<file path="config.mk">
export PLATFORM = sky130hd
export DESIGN_NAME = neuron_mac_seq
export DESIGN_NICKNAME = d
export VERILOG_FILES = /design/src/rtl/neuron_pkg.sv /design/src/rtl/neuron_sat_act.sv /design/src/rtl/neuron_mac_seq.sv
export SDC_FILE = /design/constraint.sdc
export NUM_CORES = 2
export LEC_CHECK = 0
export BUFFER_PORTS_ARGS = -buffer_cell sky130_fd_sc_hd__buf_2
export CAP_MARGIN = 25
export CORE_MARGIN = 1.5
export CORE_UTILIZATION = 35
export DETAILED_ROUTE_END_ITERATION = 8
export PLACE_DENSITY = 0.54
export SLEW_MARGIN = 20
export SYNTH_ARGS = -nofsm -noshare
export SYNTH_HDL_FRONTEND = slang
export SYNTH_SLANG_ARGS = --single-unit
export TNS_END_PERCENT = 1
</file>
<file path="constraint.sdc">
create_clock -name clk -period 13.1 [get_ports clk]
set_input_delay 2.62 -clock clk [delete_from_list [all_inputs] [get_ports clk]]
set_output_delay 2.62 -clock clk [all_outputs]
set_load 0.05 [all_outputs]
</file>
<file path="src/rtl/neuron_pkg.sv">
// Shared definitions for the fixed-point neuron family: default formats,
// activation selectors, FSM encoding and accumulator width helper.
package neuron_pkg;

  localparam int DEF_WIDTH = 20;
  localparam int DEF_FRAC  = 15;

  localparam int ACT_NONE = 0;
  localparam int ACT_RELU = 1;

  typedef enum logic [1:0] {
    ST_IDLE = 2'd0,
    ST_MAC  = 2'd1,
    ST_DONE = 2'd2
  } state_t;

  // Wide enough that bias plus n_in shifted products can never overflow.
  function automatic int acc_w(input int width, input int frac, input int n_in);
    return 2 * width - frac + $clog2(n_in + 1);
  endfunction

endpackage

</file>
<file path="src/rtl/neuron_sat_act.sv">
// Reduces a wide accumulator to WIDTH bits (saturate or wrap), flags range
// overflow, then optionally applies ReLU. Purely combinational.
module neuron_sat_act
  import neuron_pkg::*;
#(
  parameter int WIDTH = DEF_WIDTH,
  parameter int ACC_W = acc_w(DEF_WIDTH, DEF_FRAC, 2),
  parameter int SAT   = 1,
  parameter int ACT   = ACT_NONE
) (
  input  logic signed [ACC_W-1:0] acc_i,
  output logic        [WIDTH-1:0] z_o,
  output logic                    ovf_o
);

  localparam logic signed [ACC_W-1:0] MAX_V = {{(ACC_W-WIDTH+1){1'b0}}, {(WIDTH-1){1'b1}}};
  localparam logic signed [ACC_W-1:0] MIN_V = ~MAX_V;

  logic             hi;
  logic             lo;
  logic [WIDTH-1:0] pre;

  always_comb begin
    hi    = (acc_i > MAX_V);
    lo    = (acc_i < MIN_V);
    ovf_o = hi | lo;
    pre   = acc_i[WIDTH-1:0];
    if (SAT != 0) begin
      if (hi) begin
        pre = MAX_V[WIDTH-1:0];
      end else if (lo) begin
        pre = MIN_V[WIDTH-1:0];
      end
    end
    // ReLU looks at the already-reduced value, so ovf is left untouched.
    z_o = pre;
    if ((ACT == ACT_RELU) && pre[WIDTH-1]) begin
      z_o = '0;
    end
  end

endmodule

</file>
<file path="src/rtl/neuron_mac_seq.sv">
// Time-multiplexed neuron: one shared multiplier, one product per clock,
// result z = act(sat(bias + sum((w_i*a_i) >>> FRAC))).
module neuron_mac_seq
  import neuron_pkg::*;
#(
  parameter int N_IN  = 2,
  parameter int WIDTH = DEF_WIDTH,
  parameter int FRAC  = DEF_FRAC,
  parameter int SAT   = 1,
  parameter int ACT   = ACT_NONE
) (
  input  logic                   clk,
  input  logic                   rst,
  input  logic                   in_valid,
  output logic                   in_ready,
  input  logic [N_IN*WIDTH-1:0]  a_flat,
  input  logic [N_IN*WIDTH-1:0]  w_flat,
  input  logic [WIDTH-1:0]       bias,
  output logic                   out_valid,
  input  logic                   out_ready,
  output logic [WIDTH-1:0]       z,
  output logic                   ovf,
  output state_t                 dbg_state
);

  localparam int ACC_W = acc_w(WIDTH, FRAC, N_IN);
  localparam int IDX_W = (N_IN > 1) ? $clog2(N_IN) : 1;
  localparam logic [IDX_W-1:0] LAST_IDX = IDX_W'(N_IN - 1);

  state_t                   state_q;
  logic [N_IN*WIDTH-1:0]    a_q;
  logic [N_IN*WIDTH-1:0]    w_q;
  logic signed [ACC_W-1:0]  acc_q;
  logic signed [ACC_W-1:0]  acc_d;
  logic [IDX_W-1:0]         idx_q;
  logic                     out_valid_q;
  logic [WIDTH-1:0]         z_q;
  logic                     ovf_q;

  logic signed [WIDTH-1:0]   a_cur;
  logic signed [WIDTH-1:0]   w_cur;
  logic signed [2*WIDTH-1:0] prod;
  logic [WIDTH-1:0]          z_c;
  logic                      ovf_c;

  always_comb begin
    a_cur = '0;
    w_cur = '0;
    for (int i = 0; i < N_IN; i++) begin
      if (idx_q == IDX_W'(i)) begin
        a_cur = a_q[i*WIDTH +: WIDTH];
        w_cur = w_q[i*WIDTH +: WIDTH];
      end
    end
    prod  = (2*WIDTH)'(a_cur) * (2*WIDTH)'(w_cur);
    acc_d = acc_q + ACC_W'(prod >>> FRAC);
  end

  // Result is reduced from acc_d so z/ovf land on the same edge as the last product.
  neuron_sat_act #(
    .WIDTH (WIDTH),
    .ACC_W (ACC_W),
    .SAT   (SAT),
    .ACT   (ACT)
  ) u_sat_act (
    .acc_i (acc_d),
    .z_o   (z_c),
    .ovf_o (ovf_c)
  );

  // Handshake: a transfer happens on a rising edge where valid and ready are both
  // high; in_ready is high only in IDLE, out_valid only in DONE, and z/ovf are
  // held stable for as long as out_valid is high.
  always_ff @(posedge clk) begin
    if (rst) begin
      state_q     <= ST_IDLE;
      a_q         <= '0;
      w_q         <= '0;
      acc_q       <= '0;
      idx_q       <= '0;
      out_valid_q <= 1'b0;
      z_q         <= '0;
      ovf_q       <= 1'b0;
    end else begin
      case (state_q)
        ST_IDLE: begin
          if (in_valid) begin
            a_q     <= a_flat;
            w_q     <= w_flat;
            acc_q   <= ACC_W'(signed'(bias));
            idx_q   <= '0;
            state_q <= ST_MAC;
          end
        end
        ST_MAC: begin
          acc_q <= acc_d;
          idx_q <= idx_q + IDX_W'(1);
          if (idx_q == LAST_IDX) begin
            z_q         <= z_c;
            ovf_q       <= ovf_c;
            out_valid_q <= 1'b1;
            state_q     <= ST_DONE;
          end
        end
        ST_DONE: begin
          if (out_ready) begin
            out_valid_q <= 1'b0;
            state_q     <= ST_IDLE;
          end
        end
        default: state_q <= ST_IDLE;
      endcase
    end
  end

  assign in_ready  = (state_q == ST_IDLE);
  assign out_valid = out_valid_q;
  assign z         = z_q;
  assign ovf       = ovf_q;
  assign dbg_state = state_q;

endmodule
</file>
# Word level (Yosys, flattened, before mapping)
# Index checks and enable logic that the tools add are counted.
totals:
  reg_bits: 132
  inputBits: 104
  output_inout_bits: 25
  mem_bits_ro: 0
  wordCells: 42
  mem_bits_rw: 0
  memories: 0
  latchBits: 0
classes:
  shifts: 0
  order_cmp: 2
  reduce_logical: 8
  mux: 15
  mul: 1
  n_eq_ne: 5
  n_addsub: 2
  div: 0
  bitwise: 1
op_table:
  columns: ["operator", "count"]
  rows:
  - ["$mux W20", 4]
  - ["$pmux W27 S2", 1]
  - ["$mul A20 B20 Y40", 1]
  - ["$add A27 B25 Y27", 1]
  - ["$gt A27 B20 Y1 const B", 1]
  - ["$lt A27 B20 Y1 const B", 1]
  - ["$mux W27", 1]
  - ["$mux W2", 3]
  - ["$ne A2 B2 Y1 const B", 3]
  - ["$pmux W2 S3", 1]
  - ["$reduce_and A2 Y1", 3]
  - ["$reduce_and A3 Y1", 2]
  - ["$pmux W1 S2", 2]
  - ["$reduce_bool A2 Y1", 2]
  - ["$mux W1", 3]
  - ["$eq A2 B1 Y1 const B", 1]
  - ["$eq A2 B2 Y1 const B", 1]
  - ["$logic_not A2 Y1", 1]
  - ["$add A1 B1 Y1 const B", 1]
  - ["$or A1 B1 Y1", 1]

# Logic depth before layout (Yosys ltp)
depth:
  depth_word: 6
  ltp_mapped: 46
  mapped_depth_nobuf: 40

# Hierarchy
# Synthesis repeated with hierarchy kept, for this count alone.
hier_totals:
  cells_unflattened: 2433
  hier_area_um2: 21199.1
modules_own_cells:
  columns: ["mod", "n_inst", "area_per_inst_um2", "seq_area_each_um2", "cells_per_inst"]
  rows:
  - ["neuron_mac_seq", 1, 20748.6, 2642.5, 2379]
  - ["neuron_sat_act", 1, 450.4, 0.0, 54]

# Worst setup path after synthesis
# OpenSTA, ideal clock, no wires.
synth_timing:
  path_kind: "reg2reg"
  startpoint: "register idx_q"
  endpoint: "register z_q[10], in the netlist z[10]"
  setup_ns: 0.081
  period_less_slack_ns: 10.695
  path_stages_with_launch: 47
  t_arrival_ns: 10.614
  path_buffers: 7
  required_time_ns: 13.019
  setup_slack_ns: 2.405
  path_cell_list: "dfxtp_1 > buf_2 > clkbuf_1 > buf_1 > mux2i_1 > clkbuf_1 > clkbuf_1 > nor2_1 > fa_1 > fa_1 > inv_1 > fa_1 > inv_1 > fa_1 > inv_1 > fa_1 > inv_1 > fa_1 > (+11 left out) > o21ai_0 > nand2b_1 > a21oi_1 > xnor2_1 > ha_1 > a21oi_1 > a21boi_0 > o21ai_0 > o22ai_1 > a311oi_1 > xnor2_1 > nand2b_1 > or4_1 > nand3b_1 > buf_6 > buf_12 > nand2_2 > a211oi_2"
synth_between:
  elab_chain_len: 6
  word_cells_on_any_way: 9
  cone_classes: "add/sub (1); mul (1); order compare (2); mux (4); reduce/logical (1)"
synth_lines:
  columns: ["element", "line_no", "source"]
  rows:
  - ["from (decl)", "neuron_mac_seq.sv:35", "logic [IDX_W-1:0] idx_q;"]
  - ["from (signal assigned)", "neuron_mac_seq.sv:97", "idx_q <= idx_q + IDX_W'(1);"]
  - ["$mux W20", "neuron_mac_seq.sv:50", "if (idx_q == IDX_W'(i)) begin"]
  - ["$mul A20 B20 Y40", "neuron_mac_seq.sv:55", "prod = (2*WIDTH)'(a_cur) * (2*WIDTH)'(w_cur);"]
  - ["$add A27 B25 Y27", "neuron_mac_seq.sv:56", "acc_d = acc_q + ACC_W'(prod >>> FRAC);"]
  - ["$lt A27 B20 Y1", "neuron_sat_act.sv:25", "lo = (acc_i < MIN_V);"]
  - ["$mux W20", "neuron_sat_act.sv:31", "end else if (lo) begin"]
  - ["$mux W20", "neuron_sat_act.sv:29", "if (hi) begin"]
  - ["to (signal assigned)", "neuron_mac_seq.sv:99", "z_q <= z_c;"]
  - ["to (decl)", "neuron_mac_seq.sv:37", "logic [WIDTH-1:0] z_q;"]
# Parallel ways exist; a longest one is shown, timed or not.
# A chain may end at the register's enable or synchronous reset.

# Worst setup path after layout
layout_timing:
  startpoint: "register idx_q"
  endpoint: "register z_q[11], in the netlist z[11]"
# Same word-level chain as after synthesis.

==> impl_results.md <==
* Worst Path Max Fanout at 32
* Die Span Y at ~250 um
* Max-slew violations at 0
* Slowest CP cell: dfxtp_4
* First-pass GRT wire length at roughly 100000 um
* Mapped Cells at 2423
* Measured slew at the worst slew-check pin at between 0.9 and 1 ns
* Routed length per instance at between 15 and 20 um
* Unique masters post-synth at 74
* Switching power at roughly 1.2 mW
* Seq/Total Area, Yosys at 0.1251
* CP arrival at between 10 and 15 ns
* Vias in the first global route at between 15000 and 20000
* Final worst setup slack at just over 0.8 ns
* Clk pwr share at 0.203
* Pin count of the biggest net entering global routing at 94
* Congestion Overflow GR at 0
* Final core occ at 0.3933
* Comb pwr share at 0.609
* CTS root buf: clkbuf_16
* Total Neg Setup Slack at 0 ns
* Initial antenna violation count at 0
* DR iter-0 viols at between 800 and 900
* Dpl ws at around 0.92 ns
* Count leader, synth: inv_1
* Die area at approximately 62000 um^2
* Vias per cell at between 5 and 6
* Min Hold Slack at between 0.4 and 0.5 ns
* # port buffers at 128
* Post-synth EDFFs at 0
* Final Cell Area at ~23000 um^2
* Antenna Cells at 0
* Gr usage total at 0.2166
* Largest stage delay on the critical path at just over 0.7 ns
* Hold-fix buffers at CTS at 0
* Drt total wl at between 60000 and 70000 um
* Worst setup SP type: flop
* Switching share of power at 0.4814
* Antenna Violating Nets Remaining at 0
* Initial core utilization at 0.3559
* I/O pins at between 100 and 150
* Min-Delay Path Class: flop to flop
* Relative max-transition margin at 0.3335
* CP Capture Type: flop
* Cell taking the most area after synthesis: fa_1
* Net count after synthesis at 3080
* Final Hold Viols at 0
* Final std cells w/o fill at approximately 3300
* Sequential Power Share at 0.188
* Clk buf depth at 2
* Final Wtd Congestion at roughly 0.91
* Pwr Density at approximately 110 nW/um^2
* Max rail drop VDD at between 0.09 and 0.1 mV
* Async S/R FF share, synth at 0
* Nets@finish at 3177
* Synth warnings at 0
* Core area at 59350 um^2
* Most frequent CP cell: fa_1
* Avg Inst Size Synth at a little under 9 um^2
* Worst-path clk slew at ~0.070 ns
* Die Wd at about 250 um
* Status: finished, final reports clean
* Final setup fails at 0
* Post-CTS Resized at 0
* Clock Latency Late Sink at around 0.46 ns
* Share of the synthesized area in the top cell type at 0.3981
* RSZ-0062 raised after global routing: no
* TritonCTS Buffers at 17
* Pwr Total at approximately 2.5 mW
* Final setup skew at approximately 0.027 ns
* CTS Sinks at between 100 and 150
* # Max-Cap Violations at 0
* TritonRoute pass-1 iters at 5
* Max Fclk at between 80 and 90 MHz
* Post-synth top cells: inv_1 (441), fa_1 (420), nand2_1 (376), nor2_1 (330)
* Primary FF master, synth: dfxtp_1
* Fin crit share at 0.9365
* DRC violations left at 0
* Vias post-DR at about 17000
* DP Area at between 20000 and 25000 um^2
* #FFs+latches synth at approximately 130
* Final Critical Period at approximately 12 ns
* Crit path required time at about 13 ns
* Post-CTS Setup Repair Bufs at 0
* Cell Rows at slightly below 90
* Layout cells sized above 1 at 0.1206
* Area contributors post-synth: fa_1 (40%), dfxtp_1 (13%), ha_1 (7.9%)
* CTS tree: built
* WS Path Type: flop to flop
* Leakage at roughly 11 nW
* Synthesized area at between 20000 and 25000 um^2
* H-tree lvl count at 4
* Dpl cells at between 3000 and 4000
* Pint at roughly 1.3 mW
* Area Growth Syn to Fin at 10.53%
* Post-DP HPWL at between 50000 and 60000 um
==> layout by cell type, fill, tap and decap left out, types with 20 or more instances in the layout <==
master,Yosys,final
a211oi_2,20,20
a21oi_1,133,133
buf_2,2,127
buf_4,0,47
dfxtp_1,132,131
fa_1,420,420
ha_1,133,133
inv_1,441,441
mux2_2,31,31
mux2i_1,36,25
nand2_1,376,375
nand2b_1,20,20
nor2_1,330,330
o21ai_0,22,22
xnor2_1,41,41
==> power by group through the flow <==
stage	logic, mW	clock network [mW]	registers (mW)
after floorplan	1.08	0	0.478
after global placement	1.51	0	0.481
after detailed placement	1.52	0	0.482
after CTS	1.54	0.521	0.474
after global routing	1.71	0.533	0.479
final	1.54	0.511	0.474
==> path summary, 6_finish.rpt <==
kind	startpoint	to	slack [ns]	cells past startpoint
max	idx_q	z[11]	0.83	40
max reg2reg	idx_q	z[11]	0.83	40
min reg2reg	z[19]	z[19]	0.46	2
min	z[19]	z[19]	0.46	2
==> layer usage <==
layer | part of all wire | up-vias | track usage
met3 | 0.058 | 66 | 0.03433
li1 | - | 7609 | -
met5 | 0 | - | 0
met4 | 0.019 | 0 | 0.04382
met1 | 0.44 | 8584 | 0.2920
met2 | 0.48 | 469 | 0.3677
==> sequential cells by signal (all words and copies together), names as in the netlist <==
register and count:
w_q 40, ovf 1, idx_q 1, a_q 40
z 20, acc_q 27, dbg_state 2, out_valid 1
==> area by class of cell <==
cell class | count | area [um^2]
sequential | 132 | 2646
timing repair buffer | 177 | 1055
multi-input combinational | 1751 | 16430
clock inverter | 11 | 153.9
clock buffer | 18 | 439.2
tap | 773 | 967.2
inverter | 441 | 1655
fill | 6086 | 36010
==> worst max-delay path: cells and delay by family (launching register included) <==
family                   cells  cell delay [ns]
adder cells (fa/ha/maj)      9             4.27
AO/OA/AOI/OAI               13             3.56
AND/OR/NAND/NOR              8             1.63
buffers and inverters        7             1.26
flip-flops                   1             0.72
XOR/XNOR                     2             0.40
multiplexers                 1             0.28
==> cell families after synthesis <==
logic type	Yosys count	share of synthesized area
xor gates and xnor gates	56	0.02322
and+or+nand+nor	798	0.1529
DFF	132	0.1251
AOI/OAI and AO/OA	275	0.08755
buffers and inverters	540	0.09951
adders and majority gates	553	0.4768
muxes	69	0.03489
No activity file was read; power rests on OpenSTA's default activity.
